$ cat src/rtl/bin_to_bcd_seq.sv
// Sequential 16-bit binary to 5-digit packed BCD converter (double-dabble, one bit per cycle).
// Define SIGNED_INPUT_EN to treat bin as two's complement and convert its magnitude.
module bin_to_bcd_seq (
    input  logic        clk,
    input  logic        rst_n,
    input  logic        start,
    input  logic [15:0] bin,
    output logic        busy,
    output logic        done,
    output logic [19:0] bcd,
    output logic        sign
);

    // Handshake: start is sampled on any rising edge in IDLE or DONE and ignored in CONVERT;
    // done is a one-cycle pulse in which bcd/sign are newly valid, and they hold until the next done.
    typedef enum logic [1:0] {IDLE, CONVERT, DONE} state_t;

    state_t      state;
    logic [15:0] shift_q;
    logic [19:0] scratch_q;
    logic [3:0]  cnt_q;
    logic        pend_sign_q;

    logic        neg;
    logic [16:0] mag;
    logic [19:0] adj;
    logic [19:0] nxt_scratch;
    logic [15:0] nxt_shift;

    always_comb begin
`ifdef SIGNED_INPUT_EN
        neg = bin[15];
        mag = neg ? (17'h1_0000 - {1'b0, bin}) : {1'b0, bin};
`else
        neg = 1'b0;
        mag = {1'b0, bin};
`endif
    end

    always_comb begin
        adj = scratch_q;
        for (int d = 0; d < 5; d++) begin
            if (scratch_q[4*d +: 4] >= 4'd5)
                adj[4*d +: 4] = scratch_q[4*d +: 4] + 4'd3;
        end
        {nxt_scratch, nxt_shift} = {adj, shift_q} << 1;
    end

    assign busy = (state == CONVERT);

    always_ff @(posedge clk or negedge rst_n) begin
        if (!rst_n) begin
            state       <= IDLE;
            shift_q     <= 16'd0;
            scratch_q   <= 20'd0;
            cnt_q       <= 4'd0;
            pend_sign_q <= 1'b0;
            done        <= 1'b0;
            bcd         <= 20'd0;
            sign        <= 1'b0;
        end else begin
            case (state)
                IDLE, DONE: begin
                    done <= 1'b0;
                    if (start) begin
                        // mag[16] is always zero, so this also clears the scratch digits
                        {scratch_q, shift_q} <= {19'd0, mag};
                        cnt_q       <= 4'd0;
                        pend_sign_q <= neg;
                        state       <= CONVERT;
                    end else begin
                        state <= IDLE;
                    end
                end
                CONVERT: begin
                    scratch_q <= nxt_scratch;
                    shift_q   <= nxt_shift;
                    cnt_q     <= cnt_q + 4'd1;
                    if (cnt_q == 4'd15) begin
                        bcd   <= nxt_scratch;
                        sign  <= pend_sign_q;
                        done  <= 1'b1;
                        state <= DONE;
                    end
                end
                default: state <= IDLE;
            endcase
        end
    end

endmodule

$ cat config.mk
export PLATFORM = sky130hd
export DESIGN_NAME = bin_to_bcd_seq
export DESIGN_NICKNAME = d
export VERILOG_FILES = /design/src/rtl/bin_to_bcd_seq.sv
export SDC_FILE = /design/constraint.sdc
export NUM_CORES = 1
export LEC_CHECK = 0
export ABC_AREA = 0
export CORE_MARGIN = 5
export CORE_UTILIZATION = 49
export DETAILED_ROUTE_END_ITERATION = 8
export GPL_TIMING_DRIVEN = 0
export PLACE_DENSITY_LB_ADDON = 0.15
export RECOVER_POWER = 50
export SLEW_MARGIN = 0
export SYNTH_ARGS = -nofsm -noshare
export SYNTH_HDL_FRONTEND = slang
export SYNTH_SLANG_ARGS = --single-unit
$ cat constraint.sdc
create_clock -name clk -period 1.6 [get_ports clk]
set_clock_uncertainty 0.15 [all_clocks]
set_input_delay 0.32 -clock clk [delete_from_list [all_inputs] [get_ports clk]]
set_output_delay 0.32 -clock clk [all_outputs]
set_load 0.01 [all_outputs]
**Word-level counts from Yosys, hierarchy flattened**

Cells that the tools add are included.

- Flip-flop bits (word level): 63

- Eq/ne operators: 5
- Reduce and logical (&&, ||, !) cells: 6
- Mux-type cells: 16
- $lt $le $gt $ge: 5
- $add $sub $neg: 6

Operators with widths:

| kind | count |
|---|---|
| $pmux 20 s2 | 1 |
| $pmux 16 s2 | 1 |
| $ge 4x3->1 const B | 5 |
| $mux 20 | 1 |
| $mux 4 | 5 |
| $add 4x2->4 const B | 4 |
| $mux 16 | 1 |
| $pmux 4 s2 | 1 |
| $reduce_and 2->1 | 3 |
| $add 4x1->4 const B | 1 |
| $eq 4x4->1 const B | 1 |
| $pmux 2 s2 | 1 |
| $add 3x2->3 const B | 1 |
| $mux 3 | 1 |
| $eq 2x1->1 const B | 1 |
| $eq 2x2->1 const B | 1 |
| $logic_not 2->1 | 1 |
| $mux 1 | 2 |
| $mux 2 | 1 |
| $ne 2x1->1 const B | 1 |
| $ne 2x2->1 const B | 1 |
| $pmux 1 s2 | 1 |
| $reduce_bool 2->1 | 1 |
| $reduce_or 2->1 | 1 |

**Longest topological paths before layout**

- Depth in word-level cells: 4
- Depth in mapped cells: 8
- Mapped depth without buffers: 6

**Worst setup path before layout**

No wires, ideal clock.

- Path kind: register -> register
- Start: reg cnt_q[0]
- End: reg bcd[10]
- Library setup time: 0.125 ns
- Buffers on the path: 1
- Data required time: 1.325 ns
- Stages on the path, launching flop included: 7
- Period minus slack after synthesis: 1.568 ns
- Path slack: 0.032 ns
- Arrival: 1.293 ns
- Path through: dfrtp_1 ha_1 and3_1 nand2_1 inv_2 buf_6 mux2_2

- Word-level cells in the longest chain between the ends: 2

Ends and longest elaborated chain:

| element | RTL line | source |
|---|---|---|
| start: declaration | 21 | `logic [3:0] cnt_q;` |
| start signal: assignment | 78 | `cnt_q <= cnt_q + 4'd1;` |
| $eq 4x4->1 | 79 | `if (cnt_q == 4'd15) begin` |
| $reduce_and 2->1 (no source line) | n/a |  |
| end signal: assignment | 80 | `bcd <= nxt_scratch;` |
| end: declaration | 10 | `output logic [19:0] bcd,` |

Every way passes these cells.
A chain may end at the register's enable or synchronous reset.

**Worst setup path in the final report**

- Start: reg scratch_q[0]
- End: reg bcd[2]

- Word-level cells in the longest chain between the ends: 2
- Elaborated cells between the ends (all ways): 3

Ends and longest elaborated chain:

| element | RTL line | source |
|---|---|---|
| start: declaration | 20 | `logic [19:0] scratch_q;` |
| start signal: assignment | 67 | `{scratch_q, shift_q} <= {19'd0, mag};` |
| start signal: assignment | 76 | `scratch_q <= nxt_scratch;` |
| $add 4x2->4 / $ge 4x3->1 (equally long branches) | 44, 43 |  |
| $mux 4 (*) | 43 | `if (scratch_q[4*d +: 4] >= 4'd5)` |

Mark *: on every way between the ends. The rest lies on a longest branch, timed or not.

==> out/qor.yml <==
dr_total_vias: 2371
dieWidth_um: 87.35
path_delay_family: "multiplexers"
violations: "negative setup slack"
syn_to_final_growth_pct: 42.51
p_per_area_nw_per_um2: 2093
muxShareOfSynthArea: 0.05548
grt_max_degree: 64
synth_top_family_by_area: "compound AO/OA/AOI/OAI gates"
synth_common_cells: "dfrtp_1 (63), nand2_1 (55), o21ai_0 (26)"
grt.overflow.total: 0
yosys.area_share.simple: 0.1391
cp.arrival_ps: 1770
vdd_ir_drop_max_v: 0.001117
place.gp.congestion: 0.7464
first_global_vias: 2371
clkPwrFrac: 0.147
syn-cell-area_um2: 2932
instances_no_fill: 440
synth.distinct_cells: 29
die-area_um2: 7630
hold_viol: 0
cts_buffer_depth: 2
route.antenna.remaining_nets: 0
synth-xor-area-share: 0.01793
path_cells: "ha_4 > nand2b_4 > a21oi_4 > mux2i_1 > mux2_2"
period_needed_ps: 1646
worstMarginPinSlew_ps: 854.2
viasPerCell: 5.389
power_mw: 8.745
fmax_mhz: 607.7
fin_ws_ps: -45.64
port_buffers: 40
htreeDepth: 3
synth_cells: 279
grt_usage: 0.1867
crit_required_ps: 1730
route.detailed.drc: 0
antenna_found_initial: 0
synth-edff-count: 0
leakage_nw: 1.986
cp-start-kind: "flop"
cp-end-kind: "flop"
wire_per_inst_um: 15.41
slew_headroom: 0.4305
p_comb_frac: 0.523
start_util: 0.4981
rsz0062_at_grt: "yes"
drt-total-wl_um: 6782
path_max_fanout: 4
dpl_cell_area_um2: 3423
clk_pin_slew_ps: 70
async_reset_ff_frac: 1.000
dp.cells: 394
status: "finished with violations"
drive_gt1_frac: 0.3260
placement.setup.worst_slack_ps: -439.6
final_nets: 391
post-route-util: 0.7098
hold_path.class: "flop to flop"
ios: 42
yosys.area.top_type: "dfrtp_1"
ys.flop_type: "dfrtp_1"
cts_tree: "done"
antenna_cells: 0
yosysSeqAreaShare: 0.5378
synthAdderAreaFrac: 0.04695
cap_violations: 0
yosysMostFrequentCell: "dfrtp_1"
p_sw_frac: 0.3821
final_area_um2: 4178
period_share: 1.029
drt-initial-drc-count: 123
nFillCells: 459
holdWs_ps: 320.6
synth_top_area_frac: 0.5378
crit_type: "flop to flop"
clock_latency_ps: 340
synth_area_leaders: "dfrtp_1 (54%), nand2_1 (7.0%), ha_1 (4.7%)"
slowest_delay_ps: 460
crit_slowest_cell: "dfrtp_2"
dpl.hpwl_um: 3899
core_um2: 5886
p_int_mw: 5.404
maxSlewViolCount: 0
timing.setup.tns_ps: -78.93
grt_pass1_wl_um: 11120
die_height_um: 87.35
pwr-share-seq: 0.329
setup_viol: 3
netSwitchingPower_mw: 3.341
ys_ff_latch: 63
synth_compound_area_frac: 0.1519
num_rows: 28
dr.pass1.iters: 5
path_buf_inv: 0
clock_sinks: 63
synth.avg_cell_area_um2: 10.51
syn_nets: 309
yosysWarnings: 0
cts-root-buf: "clkbuf_8"
cts_buffers: 9
path summary, 6_finish.rpt:
check                                   from             to  slack [ps]  cells after the start
max in group asynchronous              rst_n   scratch_q[0]         190                      2
worst min register to register       bcd[11]        bcd[11]         320                      2
min in group asynchronous              rst_n  scratch_q[18]         500                      2
worst min-delay path                 bcd[11]        bcd[11]         320                      2
worst max register to register  scratch_q[0]         bcd[2]         -50                      5
worst max-delay path            scratch_q[0]         bcd[2]         -50                      5
placed cells by master (no fill, tap or decap), types with 8 or more instances in the layout:
cell and count:
dfrtp_1 62, nand2_1 54, buf_4 27, dlygate4sd2_1 21
o21ai_0 20, clkdlybuf4s50_1 17, a22oi_1 13, a22o_1 13
clkbuf_8 12, inv_2 9, nor3b_1 9, a21oi_1 8
kinds of logic after synthesis:
kind of cell / count (synthesis)
AO/OA/AOI/OAI: 68
XOR/XNOR: 6
adder cells (fa/ha/maj): 11
buffers and inverters: 27
flip-flops: 63
multiplexers: 15
other: 1
AND/OR/NAND/NOR: 88
sequential cells by signal, indices dropped and copies added, names as in the netlist:
| signal | count |
|---|---|
| bcd | 20 |
| scratch_q | 20 |
| shift_q | 16 |
| cnt_q | 4 |
| state | 2 |
| done | 1 |
tightest hold or removal path, cell delays in order, from the launching register on:
cell     delay, ps
dfrtp_1        340
nand2_1         40
o21ai_0         60
cell type report:
type	instances	area [um2]	area share
Buffer	13	125.1	0.02995
Clock buffer	12	165.2	0.03953
Clock inverter	3	17.52	0.004193
Inverter	12	50.05	0.01198
Multi-Input combinational cell	189	1488	0.3561
Sequential cell	63	1578	0.3777
Tap cell	75	93.84	0.02246
Timing Repair Buffer	73	660.6	0.1581
power by group through the flow:
stage / Clock, mW / Combinational, mW / Sequential (mW)
floorplan: 0 / 2.19 / 2.85
global placement: 0 / 3.19 / 2.85
detailed placement: 0 / 3.28 / 2.87
CTS: 1.30 / 3.79 / 2.81
global route: 1.39 / 5.05 / 2.99
finish: 1.29 / 4.57 / 2.88
metal layers:
| metal | track usage | up-vias | share of wire |
|---|---|---|---|
| met5 | 0 | - | 0 |
| met2 | 0.2959 | 63 | 0.49 |
| met4 | 0.08508 | 0 | 0.023 |
| met1 | 0.2489 | 1159 | 0.43 |
| met3 | 0.03311 | 15 | 0.058 |
| li1 | - | 1134 | - |
timing repair:
item,CTS,global route
pin swaps,7,19
resized for setup,57,57
endpoints found under the hold margin,63,0
cloned,1,2
buffers inserted,19,10
hold buffers,1,0
endpoints found under the setup margin,52,49
No activity file was read; power rests on OpenSTA's default activity.
